## src/rtl/dk_pkg.sv

```systemverilog
// dk_pkg: shared motion codes, keycodes and controller state type
package dk_pkg;
  localparam logic [3:0] IDLE_R = 4'd1;
  localparam logic [3:0] IDLE_L = 4'd2;
  localparam logic [3:0] WALK_R = 4'd3;
  localparam logic [3:0] JUMP_R = 4'd4;
  localparam logic [3:0] JUMP_L = 4'd5;
  localparam logic [3:0] WALK_L = 4'd6;
  localparam logic [3:0] FALL_R = 4'd7;
  localparam logic [3:0] FALL_L = 4'd8;
  localparam logic [7:0] KEY_RIGHT = 8'h74;
  localparam logic [7:0] KEY_LEFT  = 8'h6B;
  localparam logic [7:0] KEY_JUMP  = 8'h29;
  typedef enum logic [1:0] {GROUND, JUMP, FALL} dk_state_t;
endpackage

```

## src/rtl/dk_motion_ctrl_if.sv

```systemverilog
// dk_motion_ctrl_if: mapper/keyboard side signals of the motion controller
interface dk_motion_ctrl_if;
  logic [24:0] counter;
  logic [7:0]  keycode;
  logic        press;
  logic [15:0] nextX;
  logic [15:0] nextY;
  logic        grounded;
  logic [15:0] posX;
  logic [15:0] posY;
  logic [3:0]  DKmotion;
  logic [18:0] num;
  logic        facing;
  logic [1:0]  anim_frame;
  modport master (
    output counter, keycode, press, nextX, nextY, grounded,
    input  posX, posY, DKmotion, num, facing, anim_frame
  );
  modport slave (
    input  counter, keycode, press, nextX, nextY, grounded,
    output posX, posY, DKmotion, num, facing, anim_frame
  );
endinterface

```

## src/rtl/dk_anim_counter.sv

```systemverilog
// dk_anim_counter: tick prescaler driving a 2-bit walk-cycle frame counter
module dk_anim_counter #(
  parameter int FRAME_TICKS = 4
) (
  input  logic       clk,
  input  logic       reset,
  input  logic       tick,
  input  logic       enable,
  output logic [1:0] frame
);
  localparam int PW = FRAME_TICKS > 1 ? $clog2(FRAME_TICKS) : 1;
  logic [PW-1:0] pre_q, pre_d;
  logic [1:0]    frame_q, frame_d;
  logic          wrap;
  assign wrap  = pre_q == PW'(FRAME_TICKS - 1);
  assign frame = frame_q;
  // advance the prescaler while walking, stepping the frame on wrap; clear otherwise
  always_comb begin
    pre_d   = !enable ? '0 : wrap ? '0 : pre_q + PW'(1);
    frame_d = !enable ? '0 : wrap ? frame_q + 2'd1 : frame_q;
  end
  // prescaler and frame only move on physics ticks
  always_ff @(posedge clk) begin
    if (reset) begin
      pre_q   <= '0;
      frame_q <= '0;
    end else if (tick) begin
      pre_q   <= pre_d;
      frame_q <= frame_d;
    end
  end
endmodule

```

## src/rtl/dk_motion_ctrl.sv

```systemverilog
// dk_motion_ctrl: registers DK position and runs the ground/jump/fall state machine
module dk_motion_ctrl
  import dk_pkg::*;
#(
  parameter int TICK_COUNT      = 4500000,
  parameter int JUMP_RISE_TICKS = 10,
  parameter int FRAME_TICKS     = 4
) (
  input logic             clk,
  input logic             reset,
  dk_motion_ctrl_if.slave bus
);
  dk_state_t   state_q, state_d;
  logic [18:0] num_q, num_d;
  logic [15:0] pos_x_q, pos_y_q;
  logic        facing_q, facing_d;
  logic        armed_q, armed_d;
  logic        tick, jump_key, walking, launch;
  logic [1:0]  frame;
  assign tick     = bus.counter == 25'(TICK_COUNT);
  assign jump_key = bus.press && bus.keycode == KEY_JUMP;
  assign walking  = bus.press && (bus.keycode == KEY_RIGHT || bus.keycode == KEY_LEFT);
  assign launch   = tick && state_q == GROUND && jump_key && armed_q;
  assign bus.posX       = pos_x_q;
  assign bus.posY       = pos_y_q;
  assign bus.num        = num_q;
  assign bus.facing     = facing_q;
  assign bus.anim_frame = frame;
  assign bus.DKmotion   = state_q == JUMP ? (facing_q ? JUMP_L : JUMP_R) :
                          state_q == FALL ? (facing_q ? FALL_L : FALL_R) :
                          walking         ? (facing_q ? WALK_L : WALK_R) :
                                            (facing_q ? IDLE_L : IDLE_R);
  // next state: arming is evaluated every clock, everything else only on ticks
  always_comb begin
    state_d  = state_q;
    num_d    = num_q;
    facing_d = facing_q;
    armed_d  = launch ? 1'b0 : !jump_key ? 1'b1 : armed_q;
    if (tick) begin
      facing_d = (bus.press && bus.keycode == KEY_RIGHT) ? 1'b0 :
                 (bus.press && bus.keycode == KEY_LEFT)  ? 1'b1 : facing_q;
      case (state_q)
        GROUND: begin
          if (launch) begin
            state_d = JUMP;
            num_d   = '0;
          end else if (!bus.grounded) begin
            state_d = FALL;
          end
        end
        JUMP: begin
          num_d   = num_q + 19'd1;
          state_d = num_q == 19'(JUMP_RISE_TICKS - 1) ? FALL : JUMP;
        end
        default: begin
          state_d = bus.grounded ? GROUND : FALL;
          num_d   = bus.grounded ? '0 : &num_q ? num_q : num_q + 19'd1;
        end
      endcase
    end
  end
  // state, jump count, facing and arming registers; position samples the mapper on ticks
  always_ff @(posedge clk) begin
    if (reset) begin
      state_q  <= FALL;
      num_q    <= '0;
      facing_q <= 1'b0;
      armed_q  <= 1'b1;
      pos_x_q  <= '0;
      pos_y_q  <= '0;
    end else begin
      state_q  <= state_d;
      num_q    <= num_d;
      facing_q <= facing_d;
      armed_q  <= armed_d;
      if (tick) begin
        pos_x_q <= bus.nextX;
        pos_y_q <= bus.nextY;
      end
    end
  end
  dk_anim_counter #(.FRAME_TICKS(FRAME_TICKS)) u_anim (
    .clk    (clk),
    .reset  (reset),
    .tick   (tick),
    .enable (state_q == GROUND && walking),
    .frame  (frame)
  );
endmodule

```

## src/flat_wrapper.sv

```systemverilog
// flat-port wrapper written by rule: the top's interface ports become plain ports
module dk_motion_ctrl_flat import dk_pkg::*;
#(
  parameter int TICK_COUNT      = 4500000,
  parameter int JUMP_RISE_TICKS = 10,
  parameter int FRAME_TICKS     = 4
)
  (clk, reset, bus_counter, bus_keycode, bus_press, bus_nextX, bus_nextY, bus_grounded, bus_posX, bus_posY, bus_DKmotion, bus_num, bus_facing, bus_anim_frame);
  dk_motion_ctrl_if bus_i ();
  input logic clk;
  input logic reset;
  input wire logic [$bits(bus_i.counter)-1:0] bus_counter;
  input wire logic [$bits(bus_i.keycode)-1:0] bus_keycode;
  input wire logic [$bits(bus_i.press)-1:0] bus_press;
  input wire logic [$bits(bus_i.nextX)-1:0] bus_nextX;
  input wire logic [$bits(bus_i.nextY)-1:0] bus_nextY;
  input wire logic [$bits(bus_i.grounded)-1:0] bus_grounded;
  output wire logic [$bits(bus_i.posX)-1:0] bus_posX;
  output wire logic [$bits(bus_i.posY)-1:0] bus_posY;
  output wire logic [$bits(bus_i.DKmotion)-1:0] bus_DKmotion;
  output wire logic [$bits(bus_i.num)-1:0] bus_num;
  output wire logic [$bits(bus_i.facing)-1:0] bus_facing;
  output wire logic [$bits(bus_i.anim_frame)-1:0] bus_anim_frame;
  assign bus_i.counter = bus_counter;
  assign bus_i.keycode = bus_keycode;
  assign bus_i.press = bus_press;
  assign bus_i.nextX = bus_nextX;
  assign bus_i.nextY = bus_nextY;
  assign bus_i.grounded = bus_grounded;
  assign bus_posX = bus_i.posX;
  assign bus_posY = bus_i.posY;
  assign bus_DKmotion = bus_i.DKmotion;
  assign bus_num = bus_i.num;
  assign bus_facing = bus_i.facing;
  assign bus_anim_frame = bus_i.anim_frame;
  dk_motion_ctrl #(.TICK_COUNT(TICK_COUNT), .JUMP_RISE_TICKS(JUMP_RISE_TICKS), .FRAME_TICKS(FRAME_TICKS)) u_core (.clk(clk), .reset(reset), .bus(bus_i));
endmodule
```

## config.mk

```make
export PLATFORM = sky130hd
export DESIGN_NAME = dk_motion_ctrl_flat
export DESIGN_NICKNAME = d
export VERILOG_FILES = /design/src/rtl/dk_pkg.sv /design/src/rtl/dk_motion_ctrl_if.sv /design/src/rtl/dk_anim_counter.sv /design/src/rtl/dk_motion_ctrl.sv /design/src/flat_wrapper.sv
export SDC_FILE = /design/constraint.sdc
export NUM_CORES = 1
export LEC_CHECK = 0
export ABC_CLOCK_PERIOD_IN_PS = 2300
export CORE_UTILIZATION = 42
export CTS_BUF_LIST = sky130_fd_sc_hd__clkbuf_16
export CTS_CLUSTER_DIAMETER = 40
export CTS_CLUSTER_SIZE = 40
export DETAILED_ROUTE_END_ITERATION = 10
export PLACE_DENSITY = 0.8
export SETUP_SLACK_MARGIN = 0.4
export SLEW_MARGIN = 10
export SYNTH_ARGS = -nofsm -noshare
export SYNTH_HDL_FRONTEND = slang
export SYNTH_SLANG_ARGS = --single-unit
```

## constraint.sdc

```tcl
create_clock -name clk -period 2.3 [get_ports clk]
set_input_delay 0.46 -clock clk [delete_from_list [all_inputs] [get_ports clk]]
set_output_delay 0.46 -clock clk [all_outputs]
set_load 0.005 [all_outputs]
```

* Word level (Yosys, flattened, before mapping)
Index checks and enable logic that the tools add are counted.
Word-level totals: bits in registers 59, output and inout port bits 58
Operators by class: $add $sub $neg 3, equality and inequality tests 13, mux-type cells 24, reductions and logical operators 16
Operators by type and width (count):
- 19-bit two-way mux | 3
- 19-bit one-hot mux with 2 select lines | 1
- 25-bit by 23-bit equality test with 1-bit output, second input constant | 1
- 19-bit by 1-bit adder with 19-bit output, second input constant | 1
- 19-bit by 4-bit equality test with 1-bit output, second input constant | 1
- 19-bit AND reduction | 1
- 2-bit two-way mux | 9
- 8-bit by 7-bit equality test with 1-bit output, second input constant | 2
- 4-bit two-way mux | 4
- 8-bit by 6-bit equality test with 1-bit output, second input constant | 1
- 1-bit logical AND | 8
- 2-bit AND reduction | 3
- 1-bit two-way mux | 5
- 2-bit by 1-bit adder with 2-bit output, second input constant | 2
- 2-bit equality test, second input constant | 2
- 2-bit by 1-bit != test with 1-bit output, second input constant | 2
- 4-bit by 3-bit != test with 1-bit output, second input constant | 1
- 2-bit one-hot mux with 2 select lines | 1
- 3-bit two-way mux | 1
- 3-bit by 2-bit != test with 1-bit output, second input constant | 1
- 3-bit AND reduction | 1
- 2-bit by 1-bit equality test with 1-bit output, second input constant | 1
- 2-bit logical NOT | 1
- 2-bit != test, second input constant | 1
- 2 further kinds | 2

* Logic depth before layout (Yosys ltp)
depth in word-level cells 6, gate-level depth with buffers 7, gate-level depth less buffers 7

* Modules after synthesis
From an unflattened synthesis, not the netlist that was laid out.
Second synthesis, totals: cells, all modules 360, area total of the unflattened synthesis 2906.5 µm²
Modules (own cells, without submodules):
- dk_motion_ctrl | times used 1, cells an instance 340, area each 2726.4 µm², sequential area each 1101.1 µm²
- dk_anim_counter | times used 1, cells an instance 20, area each 180.2 µm², sequential area each 80.1 µm²

* Worst setup path before layout
OpenSTA, ideal clock, no wires.
path kind input-to-output, start point in bus_keycode[0], end point out bus_DKmotion[1], arrival 1.785 ns, data required time 1.840 ns, setup slack 0.055 ns, stages 5, cells stage by stage nand2b_1 -> or4_1 -> a21oi_2 -> o21ai_0 -> a211oi_1
Between the ends: word-level cells in the longest chain between the ends 6, elaborated cells on any way between the ends 7, those cells by class eq/ne: 2; mux: 3; reduce/logical: 2
Ends and longest elaborated chain:
- start: declaration | RTL line flat_wrapper.sv:13 | input wire logic [$bits(bus_i.keycode)-1:0] bus_keycode;
- 8-bit by 7-bit equality test with 1-bit output | RTL line dk_motion_ctrl.sv:22 | assign walking = bus.press && (bus.keycode == KEY_RIGHT || bus.keycode == KEY_LEFT);
- 1-bit logical OR * | RTL line dk_motion_ctrl.sv:22
- 1-bit logical AND * | RTL line dk_motion_ctrl.sv:22
- 4-bit two-way mux * | RTL line dk_motion_ctrl.sv:31 | walking ? (facing_q ? WALK_L : WALK_R) :
- 4-bit two-way mux * | RTL line dk_motion_ctrl.sv:30 | state_q == FALL ? (facing_q ? FALL_L : FALL_R) :
- 4-bit two-way mux * | RTL line dk_motion_ctrl.sv:29 | assign bus.DKmotion = state_q == JUMP ? (facing_q ? JUMP_L : JUMP_R) :
- end: declaration | RTL line flat_wrapper.sv:20 | output wire logic [$bits(bus_i.DKmotion)-1:0] bus_DKmotion;
Every way passes the cells marked *; elsewhere a longest branch is shown, timed or not.

* Final worst setup path
start point in bus_keycode[3], end point reg u_core.u_anim.pre_q[0]
Between the ends: word-level cells in the longest chain between the ends 5, elaborated cells on any way between the ends 6, those cells by class eq/ne: 2; mux: 1; reduce/logical: 3
Ends and longest elaborated chain:
- 8-bit by 7-bit equality test with 1-bit output | RTL line dk_motion_ctrl.sv:22
- 1-bit logical OR * | RTL line dk_motion_ctrl.sv:22
- 1-bit logical AND * | RTL line dk_motion_ctrl.sv:22
- 1-bit logical AND * | RTL line dk_motion_ctrl.sv:86 | .enable (state_q == GROUND && walking),
- 2-bit two-way mux * | RTL line dk_anim_counter.sv:19 | pre_d = !enable ? '0 : wrap ? '0 : pre_q + PW'(1);
- end signal: assignment | RTL line dk_anim_counter.sv:28 | pre_q <= pre_d;
- end: declaration | RTL line dk_anim_counter.sv:12 | logic [PW-1:0] pre_q, pre_d;
Marked as above. A chain may end at the register's enable or synchronous reset.

==> flow_summary_export.csv <==
group,metric,value,unit
clock_tree,cts.reportedPaths.clkPinSlew,0.06,ns
setup_path,cpMaxStageDelayCell,"or4_4",
synth,syn_nets,438,
setup_path,critical_path_required,2.53,ns
run_status,status,"finished, violations left",
synth,synth-seq-cells,59,
synth,netlist-cell-type-count,60,
floorplan,die_w,85.5,um
floorplan,rows,30,
synth,synth.avg_cell_area,8.00,um2
power,clkPwrFrac,56.4,%
synth,netlist_instances,366,
synth,dominantRegCellSynth,"dfxtp_1",
setup_path,worstSetupStartpointType,"primary input",
sta,tightest_slew,0.623,ns
layout,drive_gt1_share,31.3,%
sta,rsz0062_at_grt,"true",
sta,timing.final.crit_share,114,%
job,maxCapViolCount,0,
clock_tree,cts_buffer_depth,2,
clock_tree,clock-root-buffer,"clkbuf_16",
setup_path,rr_startpoint,"u_core.bus.num[8]$_SDFFE_PP0P_",
synth,synth_mux_area_share,0,%
detailed_routing,vias,4001,
clock_tree,cts_tree,"yes",
synth,synth_compound_area_share,23.1,%
floorplan,die_h,85.5,um
synth,yosys_warnings,0,
synth,syn_area,2930,um2
setup_path,cp_slowest_stage_delay,0.52,ns
layout,nFillCells,403,
detailed_routing,drtPass1Iterations,6,
global_route,grt_pass1_wl,18300,um
detailed_routing,drc,0,
sta,slew_headroom,58.5,%
layout,area_delta_synth_final,86.8,%
global_route,grt_usage,32.3,%
detailed_routing,routed_wl,13100,um
synth,yosysSeqAreaShare,40.3,%
sta,hold_violations,0,
sta,finalCriticalPeriod,2.62,ns
power,switching_share,21.4,%
sta,fmax,381,MHz
sta,setup_slack,-0.322,ns
placement,place_inst,585,
power,switching_power,0.000594,W
setup_path,path_buf_inv,14,
power,combPwrFrac,7.0,%
setup_path,crit_arrival,2.85,ns
power,seqPwrFrac,36.6,%
hold_path,hold_class,"flip-flop to flip-flop",
layout,final_cells,639,
setup_path,worst-setup-path-type,"primary input to flip-flop",
clock_tree,holdBufCountCts,0,
sta,setup-violations-final,6,
clock_tree,clk_latency,0.34,ns
synth,synth-xor-area-share,0.299,%
global_route,grt_pass1_vias,3785,
setup_path,crit_chain,"buf_6, nand2b_4, or4_4, a21oi_4, buf_6, buf_6, buf_6, buf_6, buf_6, buf_6, buf_6, buf_6, buf_6, buf_6, buf_6, buf_6, buf_6, nand3_4, o41ai_2",
hold_path,hp-start,"u_core.bus.posX[11]$_SDFFE_PP0P_",
layout,fin_nets,626,
setup_path,worst_path_dominant_cell_family,"buffers and inverters",
setup_path,r2r_end,"u_core.bus.num[9]$_SDFFE_PP0P_",
setup_path,cp-startpoint,"bus_keycode[3]",
hold_path,hold_depth,2,
layout,diodes,0,
synth,async_flop_share,0,%
floorplan,start_util,43.4,%
power,powerDensity,508,nW/um2
setup_path,r2r_cells,8,
global_route,antenna_found_initial,0,
detailed_routing,post_drt_wl_per_cell,20.5,um
detailed_routing,ant_nets,0,
sta,setup_tns,-1.36,ns
clock_tree,cts_max_level,3,
clock_tree,numClockSinks,59,
clock_tree,cts_buffers,9,
power,intPower,0.00219,W
placement,dp_hpwl,6350,um
setup_path,path_common_cell,"buf_6",
setup_path,cp_max_fo,4,
floorplan,ios,127,
setup_path,endpoint_kind,"flip-flop",
detailed_routing,routed_via_density,6.26,
placement,gp_congestion,0.895,
detailed_routing,drtIter0Drc,449,
placement,port-buffer-count,126,
global_route,grt_max_degree,29,
global_route,grt-ovfl-total,0,
setup_path,rrSetupSlack,0.32,ns
floorplan,core-area,6760,um2
power,leakage,2.07,nW
power,peakVddDrop,0.402,mV
synth,synth_top_family_by_area,"simple AND/OR/NAND/NOR gates",
synth,synth_fa_ha_area_share,1.28,%
hold_path,hold_end,"u_core.bus.posX[11]$_SDFFE_PP0P_",
run_status,violations,"setup timing",
sta,fin_skew,0.00695,ns
synth,yosys.area_share.simple,30.3,%
sta,slew_violations,0,
synth,synth-edff-count,0,
floorplan,die_area,7310,um2
worst min-delay path: cells and delay by family, from the launching register on:
family	cells	cell delay (ns)
AOI/OAI and AO/OA	1	0.05
DFF	1	0.30
and+or+nand+nor	1	0.05
power by group through the flow:
stage	sequential (W)	clock, W	combinational, W
after floorplan	0.00104	0	0.0000420
after global placement	0.00104	0	0.000185
after detailed placement	0.00104	0	0.000187
after CTS	0.00102	0.00154	0.000188
after global routing	0.00102	0.00160	0.000204
final	0.00102	0.00157	0.000195
per-layer routing:
| metal | GRT usage (%) | routed length, um |
|---|---|---|
| met1 | 35.7 | 4710 |
| met3 | 8.47 | 1300 |
| met5 | 0 | 0 |
| met4 | 22.6 | 915 |
| met2 | 54.3 | 6180 |
stage by stage:
| stage | cell area, um2 | setup WS, ns | hold slack (ns) | utilization, % | power [W] |
|---|---|---|---|---|---|
| floorplan | 3050 | 0.234 | 0.435 | - | 0.00109 |
| global placement | 4570 | -0.754 | 0.442 | 67.6 | 0.00123 |
| detailed placement | 4570 | -0.806 | 0.445 | 67.6 | 0.00123 |
| CTS | 5400 | -0.235 | 0.453 | 79.9 | 0.00275 |
| global route | 5470 | -0.336 | 0.468 | 81.0 | 0.00282 |
| finish | 5470 | -0.322 | 0.451 | 81.0 | 0.00278 |
Yosys cell counts, drive strengths merged (3+ instances only):
cell type | number | area [um2]
nand4 | 11 | 75.1
dfxtp | 59 | 1180
clkbuf | 17 | 63.8
nor2 | 13 | 48.8
buf | 7 | 43.8
o32ai | 3 | 26.3
o21ai | 8 | 40.0
inv | 8 | 30.0
and3 | 4 | 25.0
a31oi | 6 | 37.5
ha | 3 | 37.5
nand2b | 4 | 25.0
nand2 | 92 | 345
a211oi | 4 | 35.0
nor4b | 6 | 80.1
a21oi | 47 | 239
a311oi | 12 | 111
nand3 | 17 | 90.1
nor4 | 4 | 31.3
nor3 | 8 | 51.3
placed cells by master (no fill, tap or decap), types with 9 or more instances in the layout:
cell type        instances
a311oi_1                11
dlygate4sd2_1            9
buf_4                   45
dfxtp_2                 11
nor2_1                  11
clkdlybuf4s50_1         86
nand3_1                 13
clkbuf_2                13
nand2_1                 89
clkbuf_16                9
dfxtp_1                 43
buf_6                   23
nand4_1                 10
a21oi_1                 41
repair_timing:
item | 4_1_cts | 5_1_grt
cloned | 5 | 0
resized for setup | 123 | 54
setup buffers | 24 | 9
endpoints found under the setup margin | 63 | 43
pin swaps | 28 | 10
worst max path at each step:
stage	to	slack, ns	cells past startpoint
after global routing	u_core.u_anim.frame[0]$_SDFFE_PP0P_	-0.34	20
after CTS	u_core.u_anim.frame[1]$_SDFFE_PP0P_	-0.24	19
after floorplan	bus_DKmotion[1]	0.23	5
after detailed placement	bus_DKmotion[1]	-0.81	7
after global placement	bus_DKmotion[1]	-0.75	7
final	u_core.u_anim.pre_q[0]$_SDFFE_PP0P_	-0.32	19
kinds of logic (layout without fill, tap and decap cells):
group	Yosys count	count (layout)
AND/OR/NAND/NOR	173	174
AO/OA/AOI/OAI	98	98
flip-flops	59	59
buffers and inverters	32	224
adder cells (fa/ha/maj)	3	3
XOR/XNOR	1	1
registers in the layout, summed over array words and instances (netlist names):
| register | count |
|---|---|
| u_core.bus.num | 19 |
| u_core.bus.posY | 16 |
| u_core.state_q | 2 |
| u_core.armed_q | 1 |
| u_core.bus.facing | 1 |
| u_core.u_anim.frame | 2 |
| u_core.bus.posX | 16 |
| u_core.u_anim.pre_q | 2 |
layout make-up:
class | count | area (um2) | area share [%]
multi-input combinational | 276 | 1880 | 34.3
clock inverter | 7 | 115 | 2.10
clock buffer | 9 | 225 | 4.12
sequential | 59 | 1210 | 22.2
tap | 80 | 100 | 1.83
inverter | 8 | 30.0 | 0.549
timing repair buffer | 200 | 1910 | 34.9
No activity file was read; power rests on OpenSTA's default activity.
